==> src/rtl/amba3_apb_cmd_master_if.sv <==
// Bundle of the command, response and APB3 signals around the APB command master.
// The master modport is the requester's view; the slave modport is the view of
// whatever sits around it: the command issuer, the response consumer and the APB completer.
interface amba3_apb_cmd_master_if #(
    parameter int ADDR_BITS = 32,
    parameter int DATA_BITS = 32
);
    // Command stream from the issuer
    logic                 cmd_valid;
    logic                 cmd_ready;
    logic                 cmd_write;
    logic [ADDR_BITS-1:0] cmd_addr;
    logic [DATA_BITS-1:0] cmd_wdata;

    // Response stream back to the issuer
    logic                 rsp_valid;
    logic                 rsp_ready;
    logic                 rsp_write;
    logic [DATA_BITS-1:0] rsp_rdata;
    logic                 rsp_slverr;

    // APB3 bus towards the completer
    logic                 psel;
    logic                 penable;
    logic                 pwrite;
    logic [ADDR_BITS-1:0] paddr;
    logic [DATA_BITS-1:0] pwdata;
    logic [DATA_BITS-1:0] prdata;
    logic                 pready;
    logic                 pslverr;

    modport master (
        input  cmd_valid, cmd_write, cmd_addr, cmd_wdata,
        output cmd_ready,
        output rsp_valid, rsp_write, rsp_rdata, rsp_slverr,
        input  rsp_ready,
        output psel, penable, pwrite, paddr, pwdata,
        input  prdata, pready, pslverr
    );

    modport slave (
        output cmd_valid, cmd_write, cmd_addr, cmd_wdata,
        input  cmd_ready,
        input  rsp_valid, rsp_write, rsp_rdata, rsp_slverr,
        output rsp_ready,
        input  psel, penable, pwrite, paddr, pwdata,
        output prdata, pready, pslverr
    );
endinterface

==> src/rtl/amba3_apb_cmd_master.sv <==
// APB3 requester: a small command FIFO feeds a SETUP/ACCESS state machine that
// runs one APB transfer per command and parks each result in a single-entry
// response register. Responses leave in command order, one per command.
module amba3_apb_cmd_master #(
    parameter int ADDR_BITS = 32,
    parameter int DATA_BITS = 32,
    parameter int CMD_DEPTH = 4
) (
    input  logic                          pclk,
    input  logic                          preset_n,
    amba3_apb_cmd_master_if.master        bus,
    output logic                          busy_o
);

    localparam int PTR_BITS = (CMD_DEPTH > 1) ? $clog2(CMD_DEPTH) : 1;
    localparam int CNT_BITS = PTR_BITS + 1;
    localparam logic [CNT_BITS-1:0] FULL_COUNT = CNT_BITS'(CMD_DEPTH);

    typedef enum logic [1:0] {
        IDLE   = 2'd0,
        SETUP  = 2'd1,
        ACCESS = 2'd2
    } state_t;

    // Command FIFO storage and bookkeeping
    logic                 fifoWrite_q [CMD_DEPTH];
    logic [ADDR_BITS-1:0] fifoAddr_q  [CMD_DEPTH];
    logic [DATA_BITS-1:0] fifoWdata_q [CMD_DEPTH];
    logic [PTR_BITS-1:0]  wrPtr_q;
    logic [PTR_BITS-1:0]  rdPtr_q;
    logic [CNT_BITS-1:0]  count_q;
    logic [CNT_BITS-1:0]  count_d;
    logic                 cmdReady_q;
    logic                 push;
    logic                 pop;

    // Transfer state, registered APB outputs and the response slot
    state_t               state_q;
    logic                 psel_q;
    logic                 penable_q;
    logic                 pwrite_q;
    logic [ADDR_BITS-1:0] paddr_q;
    logic [DATA_BITS-1:0] pwdata_q;
    logic                 rspValid_q;
    logic                 rspWrite_q;
    logic [DATA_BITS-1:0] rspRdata_q;
    logic                 rspSlverr_q;
    logic                 fifoNonEmpty;
    logic                 rspSlotFree;

    // A command is taken only against the registered ready, so a full FIFO
    // refuses a push even in the cycle its head is being popped.
    assign push         = bus.cmd_valid && cmdReady_q;
    assign pop          = (state_q == ACCESS) && bus.pready;
    assign fifoNonEmpty = (count_q != '0);
    assign rspSlotFree  = !rspValid_q || bus.rsp_ready;

    // Next occupancy: a simultaneous push and pop leaves the count unchanged
    always_comb begin
        count_d = count_q;
        if (push && !pop) begin
            count_d = count_q + CNT_BITS'(1);
        end else if (!push && pop) begin
            count_d = count_q - CNT_BITS'(1);
        end
    end

    // FIFO payload storage; contents are only meaningful between the pointers
    always_ff @(posedge pclk) begin
        if (push) begin
            fifoWrite_q[wrPtr_q] <= bus.cmd_write;
            fifoAddr_q[wrPtr_q]  <= bus.cmd_addr;
            fifoWdata_q[wrPtr_q] <= bus.cmd_wdata;
        end
    end

    // FIFO pointers, occupancy and the registered ready flag
    always_ff @(posedge pclk or negedge preset_n) begin
        if (!preset_n) begin
            wrPtr_q    <= '0;
            rdPtr_q    <= '0;
            count_q    <= '0;
            cmdReady_q <= 1'b0;
        end else begin
            if (push) begin
                wrPtr_q <= wrPtr_q + PTR_BITS'(1);
            end
            if (pop) begin
                rdPtr_q <= rdPtr_q + PTR_BITS'(1);
            end
            count_q    <= count_d;
            cmdReady_q <= (count_d != FULL_COUNT);
        end
    end

    // Transfer sequencer: IDLE -> SETUP -> ACCESS (wait states) -> IDLE, with
    // the response captured on the completing ACCESS edge
    always_ff @(posedge pclk or negedge preset_n) begin
        if (!preset_n) begin
            state_q     <= IDLE;
            psel_q      <= 1'b0;
            penable_q   <= 1'b0;
            pwrite_q    <= 1'b0;
            paddr_q     <= '0;
            pwdata_q    <= '0;
            rspValid_q  <= 1'b0;
            rspWrite_q  <= 1'b0;
            rspRdata_q  <= '0;
            rspSlverr_q <= 1'b0;
        end else begin
            if (rspValid_q && bus.rsp_ready) begin
                rspValid_q <= 1'b0;
            end
            case (state_q)
                IDLE: begin
                    if (fifoNonEmpty && rspSlotFree) begin
                        state_q   <= SETUP;
                        psel_q    <= 1'b1;
                        penable_q <= 1'b0;
                        pwrite_q  <= fifoWrite_q[rdPtr_q];
                        paddr_q   <= fifoAddr_q[rdPtr_q];
                        pwdata_q  <= fifoWdata_q[rdPtr_q];
                    end
                end
                SETUP: begin
                    state_q   <= ACCESS;
                    penable_q <= 1'b1;
                end
                ACCESS: begin
                    if (bus.pready) begin
                        state_q     <= IDLE;
                        psel_q      <= 1'b0;
                        penable_q   <= 1'b0;
                        rspValid_q  <= 1'b1;
                        rspWrite_q  <= pwrite_q;
                        rspRdata_q  <= pwrite_q ? '0 : bus.prdata;
                        rspSlverr_q <= bus.pslverr;
                    end
                end
                default: begin
                    state_q   <= IDLE;
                    psel_q    <= 1'b0;
                    penable_q <= 1'b0;
                end
            endcase
        end
    end

    assign bus.cmd_ready  = cmdReady_q;
    assign bus.psel       = psel_q;
    assign bus.penable    = penable_q;
    assign bus.pwrite     = pwrite_q;
    assign bus.paddr      = paddr_q;
    assign bus.pwdata     = pwdata_q;
    assign bus.rsp_valid  = rspValid_q;
    assign bus.rsp_write  = rspWrite_q;
    assign bus.rsp_rdata  = rspRdata_q;
    assign bus.rsp_slverr = rspSlverr_q;

    assign busy_o = fifoNonEmpty || (state_q != IDLE) || rspValid_q;

endmodule

==> src/flat_wrapper.sv <==
// flat-port wrapper written by rule: the top's interface ports become plain ports
module amba3_apb_cmd_master_flat 
#(
    parameter int ADDR_BITS = 32,
    parameter int DATA_BITS = 32,
    parameter int CMD_DEPTH = 4
)
  (pclk, preset_n, busy_o, bus_cmd_valid, bus_cmd_write, bus_cmd_addr, bus_cmd_wdata, bus_cmd_ready, bus_rsp_valid, bus_rsp_write, bus_rsp_rdata, bus_rsp_slverr, bus_rsp_ready, bus_psel, bus_penable, bus_pwrite, bus_paddr, bus_pwdata, bus_prdata, bus_pready, bus_pslverr);
  amba3_apb_cmd_master_if #(.ADDR_BITS(ADDR_BITS), .DATA_BITS(DATA_BITS)) bus_i ();
  input  logic pclk;
  input  logic preset_n;
  output logic busy_o;
  input wire logic [$bits(bus_i.cmd_valid)-1:0] bus_cmd_valid;
  input wire logic [$bits(bus_i.cmd_write)-1:0] bus_cmd_write;
  input wire logic [$bits(bus_i.cmd_addr)-1:0] bus_cmd_addr;
  input wire logic [$bits(bus_i.cmd_wdata)-1:0] bus_cmd_wdata;
  output wire logic [$bits(bus_i.cmd_ready)-1:0] bus_cmd_ready;
  output wire logic [$bits(bus_i.rsp_valid)-1:0] bus_rsp_valid;
  output wire logic [$bits(bus_i.rsp_write)-1:0] bus_rsp_write;
  output wire logic [$bits(bus_i.rsp_rdata)-1:0] bus_rsp_rdata;
  output wire logic [$bits(bus_i.rsp_slverr)-1:0] bus_rsp_slverr;
  input wire logic [$bits(bus_i.rsp_ready)-1:0] bus_rsp_ready;
  output wire logic [$bits(bus_i.psel)-1:0] bus_psel;
  output wire logic [$bits(bus_i.penable)-1:0] bus_penable;
  output wire logic [$bits(bus_i.pwrite)-1:0] bus_pwrite;
  output wire logic [$bits(bus_i.paddr)-1:0] bus_paddr;
  output wire logic [$bits(bus_i.pwdata)-1:0] bus_pwdata;
  input wire logic [$bits(bus_i.prdata)-1:0] bus_prdata;
  input wire logic [$bits(bus_i.pready)-1:0] bus_pready;
  input wire logic [$bits(bus_i.pslverr)-1:0] bus_pslverr;
  assign bus_i.cmd_valid = bus_cmd_valid;
  assign bus_i.cmd_write = bus_cmd_write;
  assign bus_i.cmd_addr = bus_cmd_addr;
  assign bus_i.cmd_wdata = bus_cmd_wdata;
  assign bus_cmd_ready = bus_i.cmd_ready;
  assign bus_rsp_valid = bus_i.rsp_valid;
  assign bus_rsp_write = bus_i.rsp_write;
  assign bus_rsp_rdata = bus_i.rsp_rdata;
  assign bus_rsp_slverr = bus_i.rsp_slverr;
  assign bus_i.rsp_ready = bus_rsp_ready;
  assign bus_psel = bus_i.psel;
  assign bus_penable = bus_i.penable;
  assign bus_pwrite = bus_i.pwrite;
  assign bus_paddr = bus_i.paddr;
  assign bus_pwdata = bus_i.pwdata;
  assign bus_i.prdata = bus_prdata;
  assign bus_i.pready = bus_pready;
  assign bus_i.pslverr = bus_pslverr;
  amba3_apb_cmd_master #(.ADDR_BITS(ADDR_BITS), .DATA_BITS(DATA_BITS), .CMD_DEPTH(CMD_DEPTH)) u_core (.pclk(pclk), .preset_n(preset_n), .bus(bus_i), .busy_o(busy_o));
endmodule
==> config.mk <==
export PLATFORM = sky130hd
export DESIGN_NAME = amba3_apb_cmd_master_flat
export DESIGN_NICKNAME = d
export VERILOG_FILES = /design/src/rtl/amba3_apb_cmd_master_if.sv /design/src/rtl/amba3_apb_cmd_master.sv /design/src/flat_wrapper.sv
export SDC_FILE = /design/constraint.sdc
export NUM_CORES = 1
export LEC_CHECK = 0
export CORE_MARGIN = 5
export CORE_UTILIZATION = 67
export DETAILED_ROUTE_END_ITERATION = 6
export DONT_BUFFER_PORTS = 1
export PLACE_DENSITY = 0.83
export SLEW_MARGIN = 25
export SYNTH_ARGS = -nofsm -noshare
export SYNTH_HDL_FRONTEND = slang
export SYNTH_SLANG_ARGS = --single-unit
==> constraint.sdc <==
create_clock -name pclk -period 3.9 [get_ports pclk]
set_input_delay 0.39 -clock pclk [delete_from_list [all_inputs] [get_ports pclk]]
set_output_delay 0.39 -clock pclk [all_outputs]
set_load 0.1 [all_outputs]
==> results of run 1 <==
kinds of logic after synthesis:
family,count (synthesis),synth area share [%]
AO/OA/AOI/OAI,40,1.49
buffers and inverters,38,1.40
XOR/XNOR,5,0.317
flip-flops,371,76.6
adder cells (fa/ha/maj),7,0.634
multiplexers,133,16.1
AND/OR/NAND/NOR,96,3.45
critical path: cells and delay by family (launching register included):
| family | cells | cell delay [ns] |
|---|---|---|
| adder cells (fa/ha/maj) | 1 | 0.21 |
| AND/OR/NAND/NOR | 2 | 0.82 |
| flip-flops | 1 | 0.42 |
| multiplexers | 1 | 0.30 |
| buffers and inverters | 2 | 0.62 |
sequential cells by signal, summed over array words and instances (netlist names):
register               flops
u_core.bus.cmd_ready       1
u_core.bus.paddr          32
u_core.bus.penable         1
u_core.bus.psel            1
u_core.bus.pwdata         32
u_core.bus.pwrite          1
u_core.bus.rsp_rdata      32
u_core.bus.rsp_slverr      1
u_core.bus.rsp_valid       1
u_core.bus.rsp_write       1
u_core.count_q             3
u_core.fifoAddr_q        128
u_core.fifoWdata_q       128
u_core.fifoWrite_q         4
u_core.rdPtr_q             2
u_core.state_q             1
u_core.wrPtr_q             2
final cells by class:
cell class | count | area (µm²)
diodes | 1 | 2.50
clock buffers | 51 | 1010
clock inverters | 12 | 50.0
fillers | 1052 | 4390
inverters | 5 | 18.8
multi-input cells | 281 | 3070
flip-flops and latches | 371 | 10600
well taps | 270 | 338
repair buffers | 77 | 821
metal layers:
layer  global-route usage [%]  share of wire, %  up-vias
met5                        0             0.047        -
met4                     7.95               3.0        2
met3                     7.70               9.1       62
met2                     41.4                52      298
met1                     28.8                36     3415
li1                         -                 -     2832
cells in the mapped netlist:
library cell	count	area, µm²
a21boi_0	1	7.51
a21oi_1	1	5.00
and3_1	5	31.3
and3b_1	1	8.76
buf_1	7	26.3
buf_2	8	40.0
buf_6	4	45.0
buf_8	1	15.0
clkbuf_1	13	48.8
dfrtp_1	111	2780
edfxtp_1	260	7810
ha_1	7	87.6
inv_1	5	18.8
mux2_2	66	743
mux2i_1	2	20.0
mux4_2	65	1460
nand2_1	47	176
nand2b_1	36	225
nand3_1	2	10.0
nand3b_1	1	7.51
nor2_1	3	11.3
nor4_1	1	6.26
o211ai_1	1	7.51
o21ai_0	36	180
o22ai_1	1	6.26
xnor2_1	5	43.8
worst max path at each step:
stage | slack (ns) | startpoint | endpoint | cells past startpoint
floorplan | 0.75 | u_core.bus.cmd_ready | u_core.fifoAddr_q[0][0] | 1
global placement | 1.42 | u_core.count_q[0] | u_core.bus.paddr[21] | 6
detailed placement | 1.33 | u_core.count_q[0] | u_core.bus.paddr[20] | 6
CTS | 1.32 | u_core.count_q[0] | u_core.bus.paddr[20] | 6
global route | 1.23 | u_core.count_q[0] | u_core.bus.paddr[20] | 6
finish | 1.33 | u_core.count_q[0] | u_core.bus.paddr[20] | 6
through the flow:
stage	util (%)	area (µm²)	hold slack [ns]	cells
final	78.4	15900	0.0307	1068
after global routing	78.4	15900	0.0357	1068
after CTS	78.0	15800	0.0175	1064
after detailed placement	69.4	14100	0.0975	934
after global placement	69.4	14100	0.0985	934
after floorplan	-	13800	0.0944	690
cell usage in the layout, fill, tap and decap left out, types with 6 or more instances in the layout:
cell           netlist  layout
clkinv_1             0       8
nand2b_1            36      36
o21ai_0             36      36
dfrtp_1            111     109
mux2_2              66      66
mux4_2              65      65
nand2_1             47      47
dlygate4sd3_1        0      66
clkbuf_1            13      11
edfxtp_1           260     260
buf_4                0       6
ha_1                 7       7
clkbuf_16            0      37
repair_timing:
action                                  CTS  global route
endpoints found under the setup margin    0             0
hold buffers                             67             0
hold endpoints to repair                371             0
==> impl_metrics.toml, run 1 <==
[floorplanning]
pin_count = 207
rows = 52
start_util_pct = 68.1
core_um2 = 20300
dieArea_um2 = 23600
die_y_um = 154
die_w_um = 154

[clock_tree]
insertion_delay_ns = 0.51
cts_root_buffer = "clkbuf_16"
ctsLongestPathBuffers = 3
h-tree-depth = 2
postCtsSetupRepairBufs = 0
clk_pin_slew_ns = 0.06
cts_resized = 0
cts.sinks = 371
cts-buffers-inserted = 35
tritoncts = "yes"

[logic_synthesis]
synthCells = 690
synth_cell_types = 26
synth_seq_cells = 371
ys_seq_area_share_pct = 76.6
synth_area_um2 = 13800
synth_nets = 800
avgSynthCellArea_um2 = 20.0
ys_warn_count = 0

[grt]
track_usage_pct = 23.9
grt.overflow.total = 0
grt_pass1_vias = 7252
grt_max_degree = 112
grt_pass1_wl_um = 42900
antenna_found_initial = 2

[drt]
antenna_left = 0
drt-pass1-iter-count = 5
drtIter0Drc = 582
vias = 6609
drc_errors = 0
finalWirelength_um = 27700
wl_per_cell_um = 25.9
post_drt_via_cell_ratio = 6.19

[finish]
nets = 881
area_growth_pct = 15.1
layout-drive-gt1-share_pct = 24.2

[outcome]
status = "finished, final reports clean"

[hold_path]
min_path_cells = 2
min_from = "bus_pslverr"
hold_class = "input port to flop"
hold_end = "u_core.bus.rsp_slverr"

[setup_path]
worst_ep_arrival_time_ns = 2.94
required_ns = 4.28
path_max_fanout = 57
cp_cell_sequence = "inv_1, ha_1, nand2b_1, nand3_4, buf_4, mux2_2"
cp_slowest_cell = "nand3_4"
cp-start-kind = "flop"
timing.rr.end = "u_core.bus.paddr[20]"
critPathKind = "flop to flop"
r2r_start = "u_core.count_q[0]"
end_kind = "flop"
r2r_slack_ns = 1.33
ff2ff_path_depth = 6
max_stage_delay_ns = 0.68

[placement]
dp_hpwl_um = 15100
place.gp.congestion = 0.883
io_buffers = 0
dp_slack_ns = 1.33

[timing]
rsz0062_at_grt = "false"
hold_viol_final = 0
worst_slew_pin_slew_ns = 1.03
fin_crit_sh_pct = 65.8
slew_violations = 0
fin_crit_ns = 2.57
max_freq_ghz = 0.390
maxSlewHeadroom_pct = 31.4
setup_slack_ns = 1.33
tns_ns = 0
final.setup_skew_ns = 0.0155
setup_viol = 0

[job]
cap_violations = 0
Power of run 1 is not shown: default switching activity piles up to over one toggle a cycle in this logic, so the estimate is an artifact.
==> run 2, diff against run 1 <==
--- a/config.mk
+++ b/config.mk
@@ -6,10 +6,10 @@
 export NUM_CORES = 1
 export LEC_CHECK = 0
 export CORE_MARGIN = 5
-export CORE_UTILIZATION = 67
+export CORE_UTILIZATION = 57
 export DETAILED_ROUTE_END_ITERATION = 6
 export DONT_BUFFER_PORTS = 1
-export PLACE_DENSITY = 0.83
+export PLACE_DENSITY = 0.75
 export SLEW_MARGIN = 25
 export SYNTH_ARGS = -nofsm -noshare
 export SYNTH_HDL_FRONTEND = slang
==> constraint.sdc (replaced) <==
create_clock -name pclk -period 2.3 [get_ports pclk]
set_input_delay 0.23 -clock pclk [delete_from_list [all_inputs] [get_ports pclk]]
set_output_delay 0.23 -clock pclk [all_outputs]
set_load 0.1 [all_outputs]
==> run 2 against run 1 <==
  * The run now ends with hold timing left
  * Cell count increased by 13%
  * Clock skew decreased by 0.0021 ns
  * Via count is 3.3% higher
  * Clock-buffer cell count shrank 3
  * Setup slack got worse by 1.1 ns
  * Sequential share of layout area shrank 3.3 points
  * Die area rose by 16%
  * Critical endpoint is now bus_pwrite
==> impl_metrics.toml, run 2 (synthesized netlist as in run 1, its figures left out) <==
[grt]
grt.overflow.total = 0
antenna_found_initial = 2
grt_pass1_wl_um = 43600
grt_pass1_vias = 7546
track_usage_pct = 20.1
grt_max_degree = 112

[hold_path]
hold_class = "input port to asynchronous set/reset pin"

[clock_tree]
cts-buffers-inserted = 37
h-tree-depth = 2
hold_buffers = 101
cts_resized = 0
ctsLongestPathBuffers = 3
clk_pin_slew_ns = 0.06
postCtsSetupRepairBufs = 0
insertion_delay_ns = 0.51
tritoncts = "yes"
cts_root_buffer = "clkbuf_16"
cts.sinks = 371

[drt]
finalWirelength_um = 27300
vias = 6825
wl_per_cell_um = 22.7
antenna_left = 0
drt-pass1-iter-count = 4
drtIter0Drc = 482
drc_errors = 0
post_drt_via_cell_ratio = 5.67

[finish]
fill_cells = 1439
layout-drive-gt1-share_pct = 27.8
largestRegisters = "u_core.fifoAddr_q (128), u_core.fifoWdata_q (128)"
utilization_pct = 69.5
nets = 962
final_common_cell = "edfxtp_1"
area_growth_pct = 21.2
final_cell_mix = "260 x edfxtp_1, 109 x dfrtp_1, 101 x dlygate4sd3_1"

[setup_path]
cp_cell_sequence = "buf_4"
critPathKind = "flop to output port"
path_max_fanout = 35
required_ns = 2.07
max_stage_delay_ns = 0.87
cp.depth = 1
path_buf_inv = 1
ff2ff_path_depth = 4
worst_ep_arrival_time_ns = 1.80
cp_slowest_cell = "dfrtp_1"
end_kind = "output port"
cp-start-kind = "flop"
path_delay_family = "flip-flops"

[floorplanning]
rows = 57
dieArea_um2 = 27500
die_w_um = 166
core_um2 = 24100
start_util_pct = 57.3
pin_count = 207
die_y_um = 166

[timing]
maxSlewHeadroom_pct = 35.1
fin_crit_ns = 2.03
timing.hold.ws_ns = -0.581
final.setup_skew_ns = 0.0134
rsz0062_at_grt = "false"
max_freq_ghz = 0.493
hold_viol_final = 111
setup_slack_ns = 0.272
setup_viol = 0
slew_violations = 0
fin_crit_sh_pct = 88.2
tns_ns = 0
worst_slew_pin_slew_ns = 0.973

[job]
cap_violations = 0

[placement]
place.gp.congestion = 0.847
dp_slack_ns = 0.567
io_buffers = 0
dp_hpwl_um = 15200

[outcome]
failed_checks = "hold timing"
status = "finished, violations left"
[run 2: worst paths after layout]
| path | startpoint | end | slack [ns] |
|---|---|---|---|
| hold / removal | preset_n | u_core.bus.paddr[11] | -0.58 |
| min in group pclk | bus_cmd_valid | u_core.count_q[1] | 0.07 |
| max in group asynchronous | preset_n | u_core.bus.pwdata[20] | 2.69 |
| hold reg to reg | u_core.bus.psel | u_core.bus.psel | 0.49 |
| setup reg to reg | u_core.wrPtr_q[0] | u_core.fifoAddr_q[2][2] | 0.57 |
| setup / recovery | u_core.bus.pwrite | bus_pwrite | 0.27 |
[run 2: per-stage QoR]
stage | area, µm² | instances | hold WS [ns]
floorplan | 13800 | 690 | -0.0656
global placement | 14600 | 1036 | -0.0603
detailed placement | 14600 | 1036 | -0.0606
CTS | 16700 | 1201 | -0.607
global route | 16700 | 1203 | -0.610
finish | 16700 | 1203 | -0.581
[run 2: area by class of cell]
class,instances,area (µm²),area share (%)
clock inverters,16,175,1.05
well taps,324,405,2.42
diodes,2,5.00,0.0299
flip-flops and latches,371,10600,63.3
clock buffers,48,977,5.83
inverters,5,18.8,0.112
repair buffers,156,1500,8.95
multi-input cells,281,3070,18.4
[run 2: metal layers]
| metal | track usage, % | share of wire, % | up-vias |
|---|---|---|---|
| met4 | 6.21 | 2.5 | 0 |
| met2 | 33.9 | 51 | 258 |
| met1 | 25.1 | 39 | 3523 |
| li1 | - | - | 2988 |
| met5 | 0 | 0 | - |
| met3 | 6.41 | 7.9 | 56 |
Power of run 2 is left out for the same reason.
